### src/rtl/mac_err_sequencer_if.sv
`default_nettype none
// ============================================================================
// Module   : mac_err_sequencer_if
// Brief    : Operand stream and shared-multiplier bundle for the MAC sequencer.
// Revision : 1.0 - initial release
// ============================================================================
interface mac_err_sequencer_if;
    logic        in_valid;
    logic        in_ready;
    logic [7:0]  in_weight;
    logic [7:0]  in_act;
    logic [7:0]  mul_weight;
    logic [7:0]  mul_act;
    logic [15:0] mul_product;
    logic        mul_err;

    // master: operand source plus the multiplier itself
    modport master (
        output in_valid, in_weight, in_act, mul_product, mul_err,
        input  in_ready, mul_weight, mul_act
    );

    modport slave (
        input  in_valid, in_weight, in_act, mul_product, mul_err,
        output in_ready, mul_weight, mul_act
    );
endinterface
`default_nettype wire

### src/rtl/mac_err_sequencer.sv
`default_nettype none
// ============================================================================
// Module   : mac_err_sequencer
// Brief    : Drives a shared 8x8 multiplier, accumulates a dot product and
//            replays products flagged by the multiplier's timing-error detector.
// Revision : 1.0 - initial release
// ============================================================================
module mac_err_sequencer #(
    parameter int ACC_W     = 24,
    parameter int LEN_W     = 8,
    parameter int MAX_RETRY = 2
) (
    input  wire logic             clk,
    input  wire logic             rst_n,
    input  wire logic             start,
    input  wire logic [LEN_W-1:0] len,
    mac_err_sequencer_if.slave    bus,
    output logic                  busy,
    output logic                  done,
    output logic [ACC_W-1:0]      acc_out,
    output logic [7:0]            err_count,
    output logic                  overflow,
    output logic                  fail
);

    localparam int c_retry_w = (MAX_RETRY < 1) ? 1 : $clog2(MAX_RETRY + 1);
    localparam logic [c_retry_w-1:0] c_max_retry = c_retry_w'(MAX_RETRY);

    typedef enum logic [1:0] {
        S_IDLE  = 2'd0,
        S_RUN   = 2'd1,
        S_CHECK = 2'd2,
        S_DONE  = 2'd3
    } state_t;

    state_t               r_state;
    logic                 r_busy;
    logic                 r_done;
    logic                 r_in_ready;
    logic [7:0]           r_mul_weight;
    logic [7:0]           r_mul_act;
    logic [ACC_W-1:0]     r_acc;
    logic [7:0]           r_err_count;
    logic                 r_overflow;
    logic                 r_fail;
    logic [LEN_W-1:0]     r_remaining;
    logic [c_retry_w-1:0] r_retry;

    logic [ACC_W:0]       w_sum;
    logic                 w_accept;
    logic [LEN_W-1:0]     w_rem_dec;
    logic [7:0]           w_err_inc;

    // Extra MSB of the sum is the accumulator carry-out
    assign w_sum     = {1'b0, r_acc} + (ACC_W+1)'(bus.mul_product);
    assign w_accept  = !bus.mul_err || (r_retry == c_max_retry);
    assign w_rem_dec = r_remaining - 1'b1;
    assign w_err_inc = (r_err_count == 8'hFF) ? r_err_count : r_err_count + 8'd1;

    always_ff @(posedge clk) begin
        if (!rst_n) begin
            r_state      <= S_IDLE;
            r_busy       <= 1'b0;
            r_done       <= 1'b0;
            r_in_ready   <= 1'b0;
            r_mul_weight <= '0;
            r_mul_act    <= '0;
            r_acc        <= '0;
            r_err_count  <= '0;
            r_overflow   <= 1'b0;
            r_fail       <= 1'b0;
            r_remaining  <= '0;
            r_retry      <= '0;
        end else begin
            r_done <= 1'b0;
            case (r_state)
                S_IDLE: begin
                    if (start) begin
                        r_acc       <= '0;
                        r_err_count <= '0;
                        r_overflow  <= 1'b0;
                        r_fail      <= 1'b0;
                        r_remaining <= len;
                        r_retry     <= '0;
                        r_busy      <= 1'b1;
                        if (len != '0) begin
                            r_state    <= S_RUN;
                            r_in_ready <= 1'b1;
                        end else begin
                            r_state <= S_DONE;
                            r_done  <= 1'b1;
                        end
                    end
                end

                S_RUN: begin
                    if (bus.in_valid) begin
                        r_mul_weight <= bus.in_weight;
                        r_mul_act    <= bus.in_act;
                        r_retry      <= '0;
                        r_in_ready   <= 1'b0;
                        r_state      <= S_CHECK;
                    end
                end

                S_CHECK: begin
                    if (bus.mul_err) begin
                        r_err_count <= w_err_inc;
                        if (!w_accept) begin
                            r_retry <= r_retry + 1'b1;
                        end
                    end
                    // Accept clean products, or force-accept once the retries run out
                    if (w_accept) begin
                        r_acc       <= w_sum[ACC_W-1:0];
                        r_remaining <= w_rem_dec;
                        if (w_sum[ACC_W]) begin
                            r_overflow <= 1'b1;
                        end
                        if (bus.mul_err) begin
                            r_fail <= 1'b1;
                        end
                        if (w_rem_dec == '0) begin
                            r_state <= S_DONE;
                            r_done  <= 1'b1;
                        end else begin
                            r_state    <= S_RUN;
                            r_in_ready <= 1'b1;
                        end
                    end
                end

                S_DONE: begin
                    r_state <= S_IDLE;
                    r_busy  <= 1'b0;
                end

                default: begin
                    r_state    <= S_IDLE;
                    r_busy     <= 1'b0;
                    r_in_ready <= 1'b0;
                end
            endcase
        end
    end

    assign busy           = r_busy;
    assign done           = r_done;
    assign acc_out        = r_acc;
    assign err_count      = r_err_count;
    assign overflow       = r_overflow;
    assign fail           = r_fail;
    assign bus.in_ready   = r_in_ready;
    assign bus.mul_weight = r_mul_weight;
    assign bus.mul_act    = r_mul_act;

endmodule
`default_nettype wire

### src/flat_wrapper.sv
// flat-port wrapper written by rule: the top's interface ports become plain ports
module mac_err_sequencer_flat 
#(
    parameter int ACC_W     = 24,
    parameter int LEN_W     = 8,
    parameter int MAX_RETRY = 2
)
  (clk, rst_n, start, len, busy, done, acc_out, err_count, overflow, fail, bus_in_valid, bus_in_weight, bus_in_act, bus_mul_product, bus_mul_err, bus_in_ready, bus_mul_weight, bus_mul_act);
  mac_err_sequencer_if bus_i ();
  input  wire logic clk;
  input  wire logic rst_n;
  input  wire logic start;
  input  wire logic [LEN_W-1:0] len;
  output logic busy;
  output logic done;
  output logic [ACC_W-1:0] acc_out;
  output logic [7:0] err_count;
  output logic overflow;
  output logic fail;
  input wire logic [$bits(bus_i.in_valid)-1:0] bus_in_valid;
  input wire logic [$bits(bus_i.in_weight)-1:0] bus_in_weight;
  input wire logic [$bits(bus_i.in_act)-1:0] bus_in_act;
  input wire logic [$bits(bus_i.mul_product)-1:0] bus_mul_product;
  input wire logic [$bits(bus_i.mul_err)-1:0] bus_mul_err;
  output wire logic [$bits(bus_i.in_ready)-1:0] bus_in_ready;
  output wire logic [$bits(bus_i.mul_weight)-1:0] bus_mul_weight;
  output wire logic [$bits(bus_i.mul_act)-1:0] bus_mul_act;
  assign bus_i.in_valid = bus_in_valid;
  assign bus_i.in_weight = bus_in_weight;
  assign bus_i.in_act = bus_in_act;
  assign bus_i.mul_product = bus_mul_product;
  assign bus_i.mul_err = bus_mul_err;
  assign bus_in_ready = bus_i.in_ready;
  assign bus_mul_weight = bus_i.mul_weight;
  assign bus_mul_act = bus_i.mul_act;
  mac_err_sequencer #(.ACC_W(ACC_W), .LEN_W(LEN_W), .MAX_RETRY(MAX_RETRY)) u_core (.clk(clk), .rst_n(rst_n), .start(start), .len(len), .bus(bus_i), .busy(busy), .done(done), .acc_out(acc_out), .err_count(err_count), .overflow(overflow), .fail(fail));
endmodule
### config.mk
export PLATFORM = sky130hd
export DESIGN_NAME = mac_err_sequencer_flat
export DESIGN_NICKNAME = d
export VERILOG_FILES = /design/src/rtl/mac_err_sequencer_if.sv /design/src/rtl/mac_err_sequencer.sv /design/src/flat_wrapper.sv
export SDC_FILE = /design/constraint.sdc
export NUM_CORES = 1
export LEC_CHECK = 0
export ABC_CLOCK_PERIOD_IN_PS = 2700
export CORE_MARGIN = 2
export CORE_UTILIZATION = 45
export CTS_CLUSTER_SIZE = 28
export DETAILED_ROUTE_END_ITERATION = 10
export GPL_ROUTABILITY_DRIVEN = 1
export GPL_TIMING_DRIVEN = 1
export PLACE_DENSITY_LB_ADDON = 0.15
export SLEW_MARGIN = 20
export SYNTH_ARGS = -nofsm -noshare
export SYNTH_HDL_FRONTEND = slang
export SYNTH_SLANG_ARGS = --single-unit
### constraint.sdc
create_clock -name clk -period 2.7 [get_ports clk]
set_input_delay 0.54 -clock clk [delete_from_list [all_inputs] [get_ports clk]]
set_output_delay 0.54 -clock clk [all_outputs]
set_load 0.02 [all_outputs]
; Yosys cells after proc, flatten, opt, wreduce, memory -nomap -nowiden
; Cells that the tools add are included.
[classes]
n_addsub = 4
n_eq_ne = 14
mux = 41
n_reduce_logical = 17
[op_table]
columns = operator, count
row1 = $mux 24, 2
row2 = $pmux 24 s2, 1
row3 = $mux 8, 5
row4 = $pmux 8 s2, 2
row5 = $add 24x16->25, 1
row6 = $mux 2, 9
row7 = $mux 1, 15
row8 = $ne 2x2->1 const B, 6
row9 = $reduce_and 4->1, 3
row10 = $add 8x1->8 const B, 1
row11 = $eq 8x8->1 const B, 1
row12 = $logic_not 8->1, 1
row13 = $pmux 1 s2, 4
row14 = $pmux 2 s4, 1
row15 = $reduce_bool 8->1, 1
row16 = $sub 8x1->8 const B, 1
row17 = $eq 2x2->1 const B, 3
row18 = $ne 2x1->1 const B, 3
row19 = $pmux 2 s3, 1
row20 = $reduce_and 3->1, 2
row21 = $reduce_and 6->1, 1
row22 = $reduce_and 5->1, 1
row23 = $reduce_and 2->1, 2
row24 = $reduce_bool 2->1, 2
row25 = other kinds (7), 7
[word_totals]
register_bits = 65
input_bits = 45
out_inout_bits = 53
word_cells = 88

; Depth between registers and ports, before layout
; Gate-level depths: netlist (run 1).
[logic_depth]
ltp_word = 5
depth_mapped = 9
mapped_depth_nobuf = 8

; Worst setup path before layout (run 1)
; No wires, ideal clock.
[synth_timing]
kind = input-to-reg
startpoint = in bus_mul_product[0]
endpoint = reg u_core.r_acc[12] (netlist: u_core.acc_out[12])
setup_ns = 0.128
arrival_time_ns = 2.200
required_time_ns = 2.572
path_slack_ns = 0.372
stages = 8
n_path_buf = 0
cell_sequence = ha_1 -> fa_1 -> a211oi_1 -> o21ai_1 -> and4_1 -> nor3_1 -> xor2_1 -> o21ai_1
[synth_between]
elab_chain_len = 3
[synth_lines]
columns = element, line
row1 = "start, declared", flat_wrapper.sv:23  ; input wire logic [$bits(bus_i.mul_product)-1:0] bus_mul_product;
row2 = $add 24x16->25, mac_err_sequencer.sv:55  ; assign w_sum = {1'b0, r_acc} + (ACC_W+1)'(bus.mul_product);
row3 = $mux 24, mac_err_sequencer.sv:114  ; if (w_accept) begin
row4 = $pmux 24 s2, mac_err_sequencer.sv:76  ; case (r_state)
row5 = "end signal, assigned", mac_err_sequencer.sv:115  ; r_acc <= w_sum[ACC_W-1:0];
row6 = "end, declared", mac_err_sequencer.sv:42  ; logic [ACC_W-1:0] r_acc;
; Every way passes these cells. The select of a mux whose other input is x is not followed.
; A chain may end at the register's enable or synchronous reset.

; Worst setup path after layout (run 1)
; Ends and elaborated chain as after synthesis.

==> key figures, run 1 <==
Status
  – Status: finished, final reports clean

Synthesis
  – Avg Cell Area, Syn: 8.08 sq um
  – Synth warn: 0
  – Number of synthesized flops with an enable pin: 0
  – Primary FF master, synth: dfxtp_1
  – Yosys cell types: 58
  – Syn nets: 514
  – Ys async rst share: 0%
  – Cells after Synth: 448
  – Synthesized flop and latch total: 65
  – Sequential area share after synthesis: between 30% and 40%
  – Mapped cell area: 3620 sq um

Timing
  – Max-slew violations: 0
  – Final setup violation count: 0
  – Actual slew at the worst max-slew pin: 0.653 ns
  – Achievable Freq: 398 MHz
  – Tmin final: 2.51 ns
  – Tcrit/Tclk final: 93.0%
  – Setup repair after global routing missed its margin: false
  – Final setup margin: 0.189 ns
  – Max_slew headroom: about 56%
  – Worst-case clock skew: 0.00737 ns
  – Final Hold Violating Endpoints: 0

Layout
  – Share of cells above drive strength 1: 8.69%
  – Final #Nets: 625
  – Commonest non-fill, non-tap cell in the layout: clkdlybuf4s50_1
  – Diodes inserted: 0
  – Most frequent cells in the layout: 97 x clkdlybuf4s50_1, 70 x nand2_1, 65 x dfxtp_1, 30 x nor2_1, 24 x a21oi_1
  – Synthesis-to-layout area growth: 40.1%
  – Post-layout util: roughly two thirds

Critical path
  – FF-to-FF path depth: 8
  – CP Depth: 9
  – CP Launch Type: input port
  – CP endpoint: u_core.acc_out[12]$_SDFFE_PN0P_
  – Worst Setup SP: bus_mul_product[0]
  – Flop2flop setup slack: 0.48 ns
  – Most used cell, CP: o21ai_1
  – RR Startpoint: u_core.acc_out[0]$_SDFFE_PN0P_
  – CP Capture Type: flop
  – Worst Path Buf+Inv: 1
  – Crit Path Category: in -> reg
  – Worst-path maximum fanout: 4
  – Crit-path leading delay family: adder cells
  – CP peak stage delay: 0.45 ns
  – CP arrival: 2.73 ns
  – CP max stage cell: fa_1
  – Crit path cell chain: clkdlybuf4s50_1 > ha_1 > fa_1 > a211oi_2 > o21ai_1 > and4_1 > nor3_1 > xor2_1 > o21ai_1
  – Worst Path Required: between 2 and 3 ns
  – Crit Reg-Reg Endpoint: u_core.acc_out[12]$_SDFFE_PN0P_

Floorplanning
  – IO Count: 98
  – Initial core utilization: 46.6%
  – Row count: 32
  – Die ar.: 8770 sq um
  – Placeable Area: around 8000 sq um
  – Die Y: between 90 and 100 um
  – Die W: 93.7 um

GRT
  – Vias in the first global route: 3341
  – Initial antenna violation count: 0
  – GRT Util Overall: approximately a fifth
  – Global-route wire length before repair: 15000 um
  – Total congestion overflow: 0
  – Largest net degree at the start of global routing: 41

Drt
  – Routed via count: approximately 3600
  – WL final: 9160 um
  – DRT iter0 DRCs: 95
  – Vias/cell: 5.37
  – Drt wl/cell: 13.8 um
  – Post-route ant nets: 0
  – Post-route DRC: 0
  – DR pass1 iterations: 7

Run
  – Max-cap violations: 0

Placement
  – Placer congestion estimate: 0.909
  – Pre-CTS setup slack: -0.258 ns
  – Port buffer count: 97
  – Final HPWL DP: 6800 um

CTS
  – Worst-path clk slew: 0.07 ns
  – CTS Buf Count: 9
  – H-tree levels: 3
  – Clock root cell: clkbuf_8
  – CTS tree: built
  – Worst skew pair latency: 0.34 ns
  – Clock buffer depth: 2
  – CTS Sinks: 65

Min path
  – Hold WC Path Type: reg -> reg
  – Hold Path Depth: 2

Pwr
  – Leakage: 1.92 nW
  – Cell Pwr Density: 507 nW/um^2
  – Maximum VDD drop: 0.379 mV
-- logic make-up after synthesis --
| family | Yosys count | share of synthesized area (%) |
|---|---|---|
| adder cells (fa/ha/maj) | 21 | 7.47 |
| flip-flops | 65 | 36.0 |
| buffers and inverters | 32 | 3.60 |
| AND/OR/NAND/NOR | 173 | 23.3 |
| multiplexers | 1 | 0.277 |
| AO/OA/AOI/OAI | 139 | 25.3 |
| XOR/XNOR | 17 | 4.11 |
-- synthesized netlist by cell type, drive strengths merged (3+ instances only) --
cell type / n / area share [%]
o21ai: 37 / 5.1
xor2: 12 / 2.9
or3: 8 / 1.4
a21boi: 21 / 4.4
nor3: 6 / 0.83
nor4: 6 / 1.0
nor2b: 9 / 1.6
nand4: 3 / 0.52
nand3: 8 / 1.2
nand2b: 4 / 0.69
and2: 11 / 1.9
a21oi: 24 / 3.3
buf: 6 / 0.90
nor2: 32 / 3.5
inv: 11 / 1.1
and3: 5 / 0.90
clkbuf: 15 / 1.6
and4: 3 / 0.73
o21a: 11 / 2.3
a31oi: 3 / 0.52
ha: 20 / 6.9
nand2: 70 / 7.3
o22ai: 3 / 0.52
nor3b: 3 / 0.62
xnor2: 5 / 1.2
dfxtp: 65 / 36
a22oi: 7 / 1.5
a211oi: 5 / 1.2
o211ai: 5 / 1.0
a21o: 5 / 1.0
-- worst min path at each step --
stage / startpoint / to
5_1_grt: u_core.bus.mul_act[0]$_SDFFE_PN0P_ / u_core.bus.mul_act[0]$_SDFFE_PN0P_
3_3_place_gp: u_core.bus.mul_act[1]$_SDFFE_PN0P_ / u_core.bus.mul_act[1]$_SDFFE_PN0P_
6_report: u_core.bus.mul_act[0]$_SDFFE_PN0P_ / u_core.bus.mul_act[0]$_SDFFE_PN0P_
3_5_place_dp: u_core.bus.mul_weight[6]$_SDFFE_PN0P_ / u_core.bus.mul_weight[6]$_SDFFE_PN0P_
2_1_floorplan: u_core.r_remaining[7]$_SDFFE_PN0P_ / u_core.r_remaining[7]$_SDFFE_PN0P_
4_1_cts: u_core.bus.mul_act[6]$_SDFFE_PN0P_ / u_core.bus.mul_act[6]$_SDFFE_PN0P_
-- state kept, by name, summed over array words and instances (netlist names), 2 cells and up --
name                   cells
u_core.r_remaining         8
u_core.bus.mul_weight      8
u_core.err_count           8
u_core.r_state             2
u_core.r_retry             2
u_core.bus.mul_act         8
u_core.acc_out            24
-- worst reg2reg max path: stages (launching register included) --
cell and delay (ns):
dfxtp_1 0.33, ha_1 0.21, fa_1 0.45, a211oi_2 0.25, o21ai_1 0.15, and4_1 0.25, nor3_1 0.23, xor2_1 0.17
o21ai_1 0.07
-- routing by layer --
metal  vias to the layer above  global-route usage, %  part of all wire [%]
met5                         -                      0                     0
met4                         0                   7.49                   1.5
met3                        11                   6.10                   6.9
met2                       105                   33.9                    45
met1                      1635                   27.6                    46
li1                       1826                      -                     -
-- area by class of cell --
type | count | area (sq um)
clock buffers | 10 | 128
clock inverters | 6 | 115
fillers | 716 | 2700
inverters | 11 | 41.3
multi-input cells | 351 | 2190
flip-flops and latches | 65 | 1300
well taps | 102 | 128
repair buffers | 121 | 1160
-- where the power goes --
part | switching, mW | internal [mW] | leakage [nW]
clock network | 0.397 | 0.619 | 0.117
registers | 0.0447 | 1.00 | 0.528
logic | 0.260 | 0.248 | 1.27
total | 0.702 | 1.87 | 1.92
-- stage by stage --
stage | TNS [ns] | std cells | instance area (sq um) | hold slack (ns) | power, mW
after detailed placement | -1.18 | 650 | 4820 | 0.448 | 1.57
final | 0 | 666 | 5070 | 0.454 | 2.57
after global placement | -0.794 | 650 | 4820 | 0.439 | 1.56
after global routing | 0 | 666 | 5070 | 0.476 | 2.69
after CTS | 0 | 666 | 5060 | 0.457 | 2.59
after floorplan | 0 | 448 | 3620 | 0.436 | 1.36
-- timing repair --
item | 4_1_cts | 5_1_grt
hold buffers | 0 | 0
resized for setup | 0 | 1
endpoints found under the setup margin | 0 | 1
setup buffers | 0 | 0
No activity file was read; power rests on OpenSTA's default activity.
==> inputs of run 2 (changes only) <==
- ABC_CLOCK_PERIOD_IN_PS: 2700 -> 2950
- CAP_MARGIN: default -> 20
- clock period: 2.7 -> 2.95 ns (I/O delays scaled with it)
==> key figures, run 2 (synthesis gave the netlist of run 1 again) <==
Critical path
  – CP Capture Type: flop
  – FF-to-FF path depth: 8 (unchanged)
  – Worst Path Required: 3.15 ns (+0.24 ns)
  – CP arrival: 2.84 ns (+0.11 ns)
  – CP Launch Type: input port
  – CP peak stage delay: 0.43 ns (-0.02 ns)
  – CP max stage cell: fa_1
  – Worst-path maximum fanout: 3 (-1)
  – Crit path cell chain: clkdlybuf4s50_1 > ha_1 > fa_1 > a211oi_1 > o21ai_1 > and4_1 > nor3_1 > xor2_1 > o21ai_1
  – Crit Path Category: in -> reg
  – Most used cell, CP: o21ai_1

Floorplanning
  – IO Count: 98 (unchanged)
  – Row count: 32 (unchanged)
  – Die Y: 93.7 um (unchanged)
  – Die W: 93.7 um (unchanged)
  – Die ar.: 8770 sq um (unchanged)
  – Initial core utilization: 46.6% (unchanged)
  – Placeable Area: 7770 sq um (unchanged)

Timing
  – Fin Setup TNS: 0 ns (unchanged)
  – Hold Slack: 0.454 ns (-0.000672 ns)
  – Final Hold Violating Endpoints: 0 (unchanged)
  – Actual slew at the worst max-slew pin: 0.641 ns (-0.0119 ns)
  – Final setup violation count: 0 (unchanged)
  – Achievable Freq: 380 MHz
  – Max-slew violations: 0 (unchanged)
  – Worst-case clock skew: 0.0133 ns (+0.00598 ns)
  – Setup repair after global routing missed its margin: false
  – Tcrit/Tclk final: 89.3%
  – Tmin final: 2.63 ns
  – Final setup margin: 0.315 ns (+0.127 ns)
  – Max_slew headroom: 57.3% (+0.79 points)

Layout
  – Share of cells above drive strength 1: 6.01% (-2.7 points)
  – Multi-input logic area: 2190 sq um (-0.23%)
  – Cell Count, Final, Fillers Out: 651 (-2.3%)
  – Post-layout util: 63.6% (-1.7 points)
  – Sequential cell area: 1300 sq um (unchanged)
  – Diodes inserted: 0 (unchanged)
  – Final #Nets: 610 (-2.4%)
  – Most frequent cells in the layout: 97 x clkdlybuf4s50_1, 70 x nand2_1, 65 x dfxtp_1, 30 x nor2_1, 24 x a21oi_1
  – Commonest non-fill, non-tap cell in the layout: clkdlybuf4s50_1
  – Filler cell count: 695 (-2.9%)
  – Design area: 4940 sq um (-2.6%)
  – Synthesis-to-layout area growth: 36.5%
  – Max FFs per register: 24 (unchanged)

Pwr
  – Final Power: 2.32 mW (-9.7%)
  – Maximum VDD drop: 0.323 mV (-15%)
  – Cell Pwr Density: 470 nW/um^2 (-7.3%)
  – Leakage: 1.84 nW (-4.1%)

CTS
  – H-tree levels: 3 (unchanged)
  – Post-CTS setup buffer count: 0 (unchanged)
  – Clock root cell: clkbuf_8
  – CTS tree: built
  – # hold bufs at CTS: 0 (unchanged)
  – CTS Buf Count: 9 (unchanged)
  – Worst-path clk slew: 0.07 ns (about the same)
  – Clock buffer depth: 2 (unchanged)
  – Worst skew pair latency: 0.34 ns (about the same)
  – CTS Sinks: 65 (unchanged)
  – Post-CTS sizing: 0 (unchanged)

Placement
  – Placer congestion estimate: 0.869 (-4.4%)
  – Placed insts: 635 (-2.3%)
  – Port buffer count: 97 (unchanged)
  – Pre-CTS setup slack: -0.0115 ns (+0.246 ns)
  – Placement Cell Area: 4700 sq um (-2.6%)
  – Final HPWL DP: 6400 um (-5.9%)

GRT
  – Initial antenna violation count: 0 (unchanged)
  – GRT Util Overall: 20.2% (-1.0 points)
  – Total congestion overflow: 0 (unchanged)
  – Largest net degree at the start of global routing: 39 (-4.9%)
  – Global-route wire length before repair: 14400 um (-3.9%)
  – Vias in the first global route: 3142 (-6.0%)

Drt
  – Post-route ant nets: 0 (unchanged)
  – Vias/cell: 5.31 (-1.1%)
  – DR pass1 iterations: 4 (-3)
  – WL final: 8610 um (-6.1%)
  – Routed via count: 3458 (-3.3%)
  – Post-route DRC: 0 (unchanged)
  – DRT iter0 DRCs: 135 (+42%)
  – Drt wl/cell: 13.2 um (-3.9%)

Run
  – Max-cap violations: 0 (unchanged)

Min path
  – Hold Path Depth: 2 (unchanged)
  – Hold WC Path Type: reg -> reg

Status
  – Status: finished, final reports clean
## run 2: cell types whose count changed in the layout (fill, tap and decap cells not counted)
cell and change:
a211oi_1 +1, buf_4 -14, a211oi_2 -1, buf_12 -1
## run 2: path summary, 6_finish.rpt
path                                                    startpoint                                 end  slack [ns]
worst max-delay path                            bus_mul_product[0]     u_core.acc_out[12]$_SDFFE_PN0P_        0.32
worst min-delay path            u_core.bus.mul_act[1]$_SDFFE_PN0P_  u_core.bus.mul_act[1]$_SDFFE_PN0P_        0.45
worst max register to register      u_core.acc_out[0]$_SDFFE_PN0P_     u_core.acc_out[12]$_SDFFE_PN0P_        0.68
worst min register to register  u_core.bus.mul_act[1]$_SDFFE_PN0P_  u_core.bus.mul_act[1]$_SDFFE_PN0P_        0.45
## run 2: where the power goes
| part | internal (mW) | switching, mW | total (mW) |
|---|---|---|---|
| clock network | 0.566 | 0.362 | 0.928 |
| registers | 0.916 | 0.0402 | 0.957 |
| logic | 0.209 | 0.227 | 0.436 |
## run 2: area by class of cell
cell class / instances / area share [%]
inverter: 11 / 0.836
clock inverter: 6 / 2.33
timing repair buffer: 106 / 21.0
tap: 102 / 2.58
clock buffer: 10 / 2.58
sequential: 65 / 26.3
multi-input combinational: 351 / 44.3
## run 2: critical path: cells and delay by family
kind	cells	cell delay, ns
fa+ha+maj	2	0.67
compound gates	3	0.56
simple gates	2	0.43
buf+inv	1	0.40
xor+xnor	1	0.17
## run 2: per-layer routing
| layer | routed length (um) | global-route usage [%] |
|---|---|---|
| met4 | 97 | 6.88 |
| met1 | 4090 | 27.0 |
| met3 | 507 | 5.38 |
| met5 | 0 | 0 |
| met2 | 3920 | 31.8 |
==> inputs of run 3 (changes only) <==
- CORE_MARGIN: 2 -> default
- SETUP_SLACK_MARGIN: default -> 0.3
==> key figures, run 3 (synthesis gave the netlist of run 1 again) <==
Status
  – Status: finished, final reports clean

Floorplanning
  – Die W: 91.7 um (-2.1%)
  – Initial core utilization: 46.6% (unchanged)
  – Placeable Area: 7770 sq um (unchanged)
  – Die ar.: 8400 sq um (-4.2%)
  – Row count: 32 (unchanged)
  – IO Count: 98 (unchanged)
  – Die Y: 91.7 um (-2.1%)

Layout
  – Final #Nets: 610 (unchanged)
  – Synthesis-to-layout area growth: 36.6% (about the same)
  – Share of cells above drive strength 1: 6.92% (+0.91 points)
  – Most frequent cells in the layout: 97 x clkdlybuf4s50_1, 70 x nand2_1, 65 x dfxtp_1, 30 x nor2_1, 24 x a21oi_1
  – Cell Count, Final, Fillers Out: 651 (unchanged)
  – Multi-input logic area: 2200 sq um (+0.80%)
  – Max FFs per register: 24 (unchanged)
  – Commonest non-fill, non-tap cell in the layout: clkdlybuf4s50_1
  – Design area: 4940 sq um (about the same)
  – Diodes inserted: 0 (unchanged)
  – Sequential cell area: 1300 sq um (unchanged)
  – Post-layout util: 63.6% (about the same)
  – Filler cell count: 703 (+1.2%)

Drt
  – WL final: 8850 um (+2.7%)
  – Post-route DRC: 0 (unchanged)
  – DRT iter0 DRCs: 122 (-9.6%)
  – DR pass1 iterations: 5 (+1)
  – Drt wl/cell: 13.6 um (+2.7%)
  – Vias/cell: 5.50 (+3.5%)
  – Post-route ant nets: 0 (unchanged)
  – Routed via count: 3578 (+3.5%)

Timing
  – Tcrit/Tclk final: 85.4% (-4.0 points)
  – Final setup violation count: 0 (unchanged)
  – Hold Slack: 0.458 ns (+0.00406 ns)
  – Fin Setup TNS: 0 ns (unchanged)
  – Final Hold Violating Endpoints: 0 (unchanged)
  – Achievable Freq: 397 MHz (+4.6%)
  – Tmin final: 2.52 ns (-0.117 ns)
  – Max-slew violations: 0 (unchanged)
  – Setup repair after global routing missed its margin: true
  – Worst-case clock skew: 0.00846 ns (-0.00489 ns)
  – Max_slew headroom: 55.6% (-1.7 points)
  – Actual slew at the worst max-slew pin: 0.664 ns (+0.0232 ns)
  – Final setup margin: 0.432 ns (+0.117 ns)

GRT
  – Largest net degree at the start of global routing: 40 (+2.6%)
  – Total congestion overflow: 0 (unchanged)
  – Global-route wire length before repair: 15100 um (+4.4%)
  – GRT Util Overall: 22.0% (+1.8 points)
  – Vias in the first global route: 3310 (+5.3%)
  – Initial antenna violation count: 0 (unchanged)

Placement
  – Port buffer count: 97 (unchanged)
  – Pre-CTS setup slack: -0.0337 ns (-0.0222 ns)
  – Final HPWL DP: 6460 um (+1.0%)
  – Placer congestion estimate: 0.882 (+1.5%)
  – Placed insts: 635 (unchanged)
  – Placement Cell Area: 4700 sq um (unchanged)

CTS
  – Worst-path clk slew: 0.08 ns (about the same)
  – CTS tree: built
  – Worst skew pair latency: 0.34 ns (about the same)
  – Clock buffer depth: 2 (unchanged)
  – CTS Buf Count: 9 (unchanged)
  – Post-CTS setup buffer count: 0 (unchanged)
  – H-tree levels: 3 (unchanged)
  – # hold bufs at CTS: 0 (unchanged)
  – Post-CTS sizing: 0 (unchanged)
  – Clock root cell: clkbuf_8
  – CTS Sinks: 65 (unchanged)

Run
  – Max-cap violations: 0 (unchanged)

Critical path
  – Crit Path Category: in -> reg
  – CP Launch Type: input port
  – CP max stage cell: a2111oi_1
  – Crit path cell chain: clkdlybuf4s50_1 > ha_1 > a2111oi_1 > o21ai_2 > and4_1 > nor3_1 > xor2_1 > o21ai_1
  – Worst-path maximum fanout: 8 (+5)
  – CP peak stage delay: 0.51 ns (+0.08 ns)
  – CP Capture Type: flop
  – CP arrival: 2.73 ns (-0.11 ns)
  – Worst Path Required: 3.16 ns (about the same)

Pwr
  – Cell Pwr Density: 458 nW/um^2 (-2.5%)
  – Final Power: 2.26 mW (-2.5%)
  – Leakage: 1.84 nW (+0.16%)
  – Maximum VDD drop: 0.280 mV (-13%)

Min path
  – Hold WC Path Type: reg -> reg
run 3: area by class of cell:
type	instances	share of cell area, %
clock buffer	10	2.78
clock inverter	6	1.85
inverter	11	0.835
multi-input combinational	351	44.6
sequential	65	26.3
tap	102	2.58
timing repair buffer	106	21.0
run 3: worst max-delay path: cells and delay by family:
kind / cells / cell delay [ns]
xor+xnor: 1 / 0.18
compound gates: 3 / 0.71
simple gates: 2 / 0.44
fa+ha+maj: 1 / 0.41
buf+inv: 1 / 0.40
run 3: layer usage:
metal | global-route usage [%] | part of all wire [%] | vias up
met2 | 36.3 | 46 | 87
met3 | 4.31 | 5.2 | 16
met5 | 0 | 0 | -
met1 | 28.2 | 47 | 1679
li1 | - | - | 1796
met4 | 8.99 | 1.8 | 0
run 3: final timing paths:
path	start	end	slack, ns	cells past startpoint
worst max-delay path	bus_mul_product[7]	u_core.acc_out[12]$_SDFFE_PN0P_	0.43	8
worst min-delay path	u_core.bus.mul_act[5]$_SDFFE_PN0P_	u_core.bus.mul_act[5]$_SDFFE_PN0P_	0.46	2
worst max register to register	u_core.r_state[0]$_SDFFE_PN0P_	u_core.acc_out[13]$_SDFFE_PN0P_	0.68	6
worst min register to register	u_core.bus.mul_act[5]$_SDFFE_PN0P_	u_core.bus.mul_act[5]$_SDFFE_PN0P_	0.46	2
run 3: power breakdown:
group	switching (mW)	total, mW	leakage, nW	internal [mW]
combinational	0.235	0.446	1.20	0.211
clock	0.365	0.866	0.116	0.502
sequential	0.0351	0.951	0.528	0.916
total	0.635	2.26	1.84	1.63
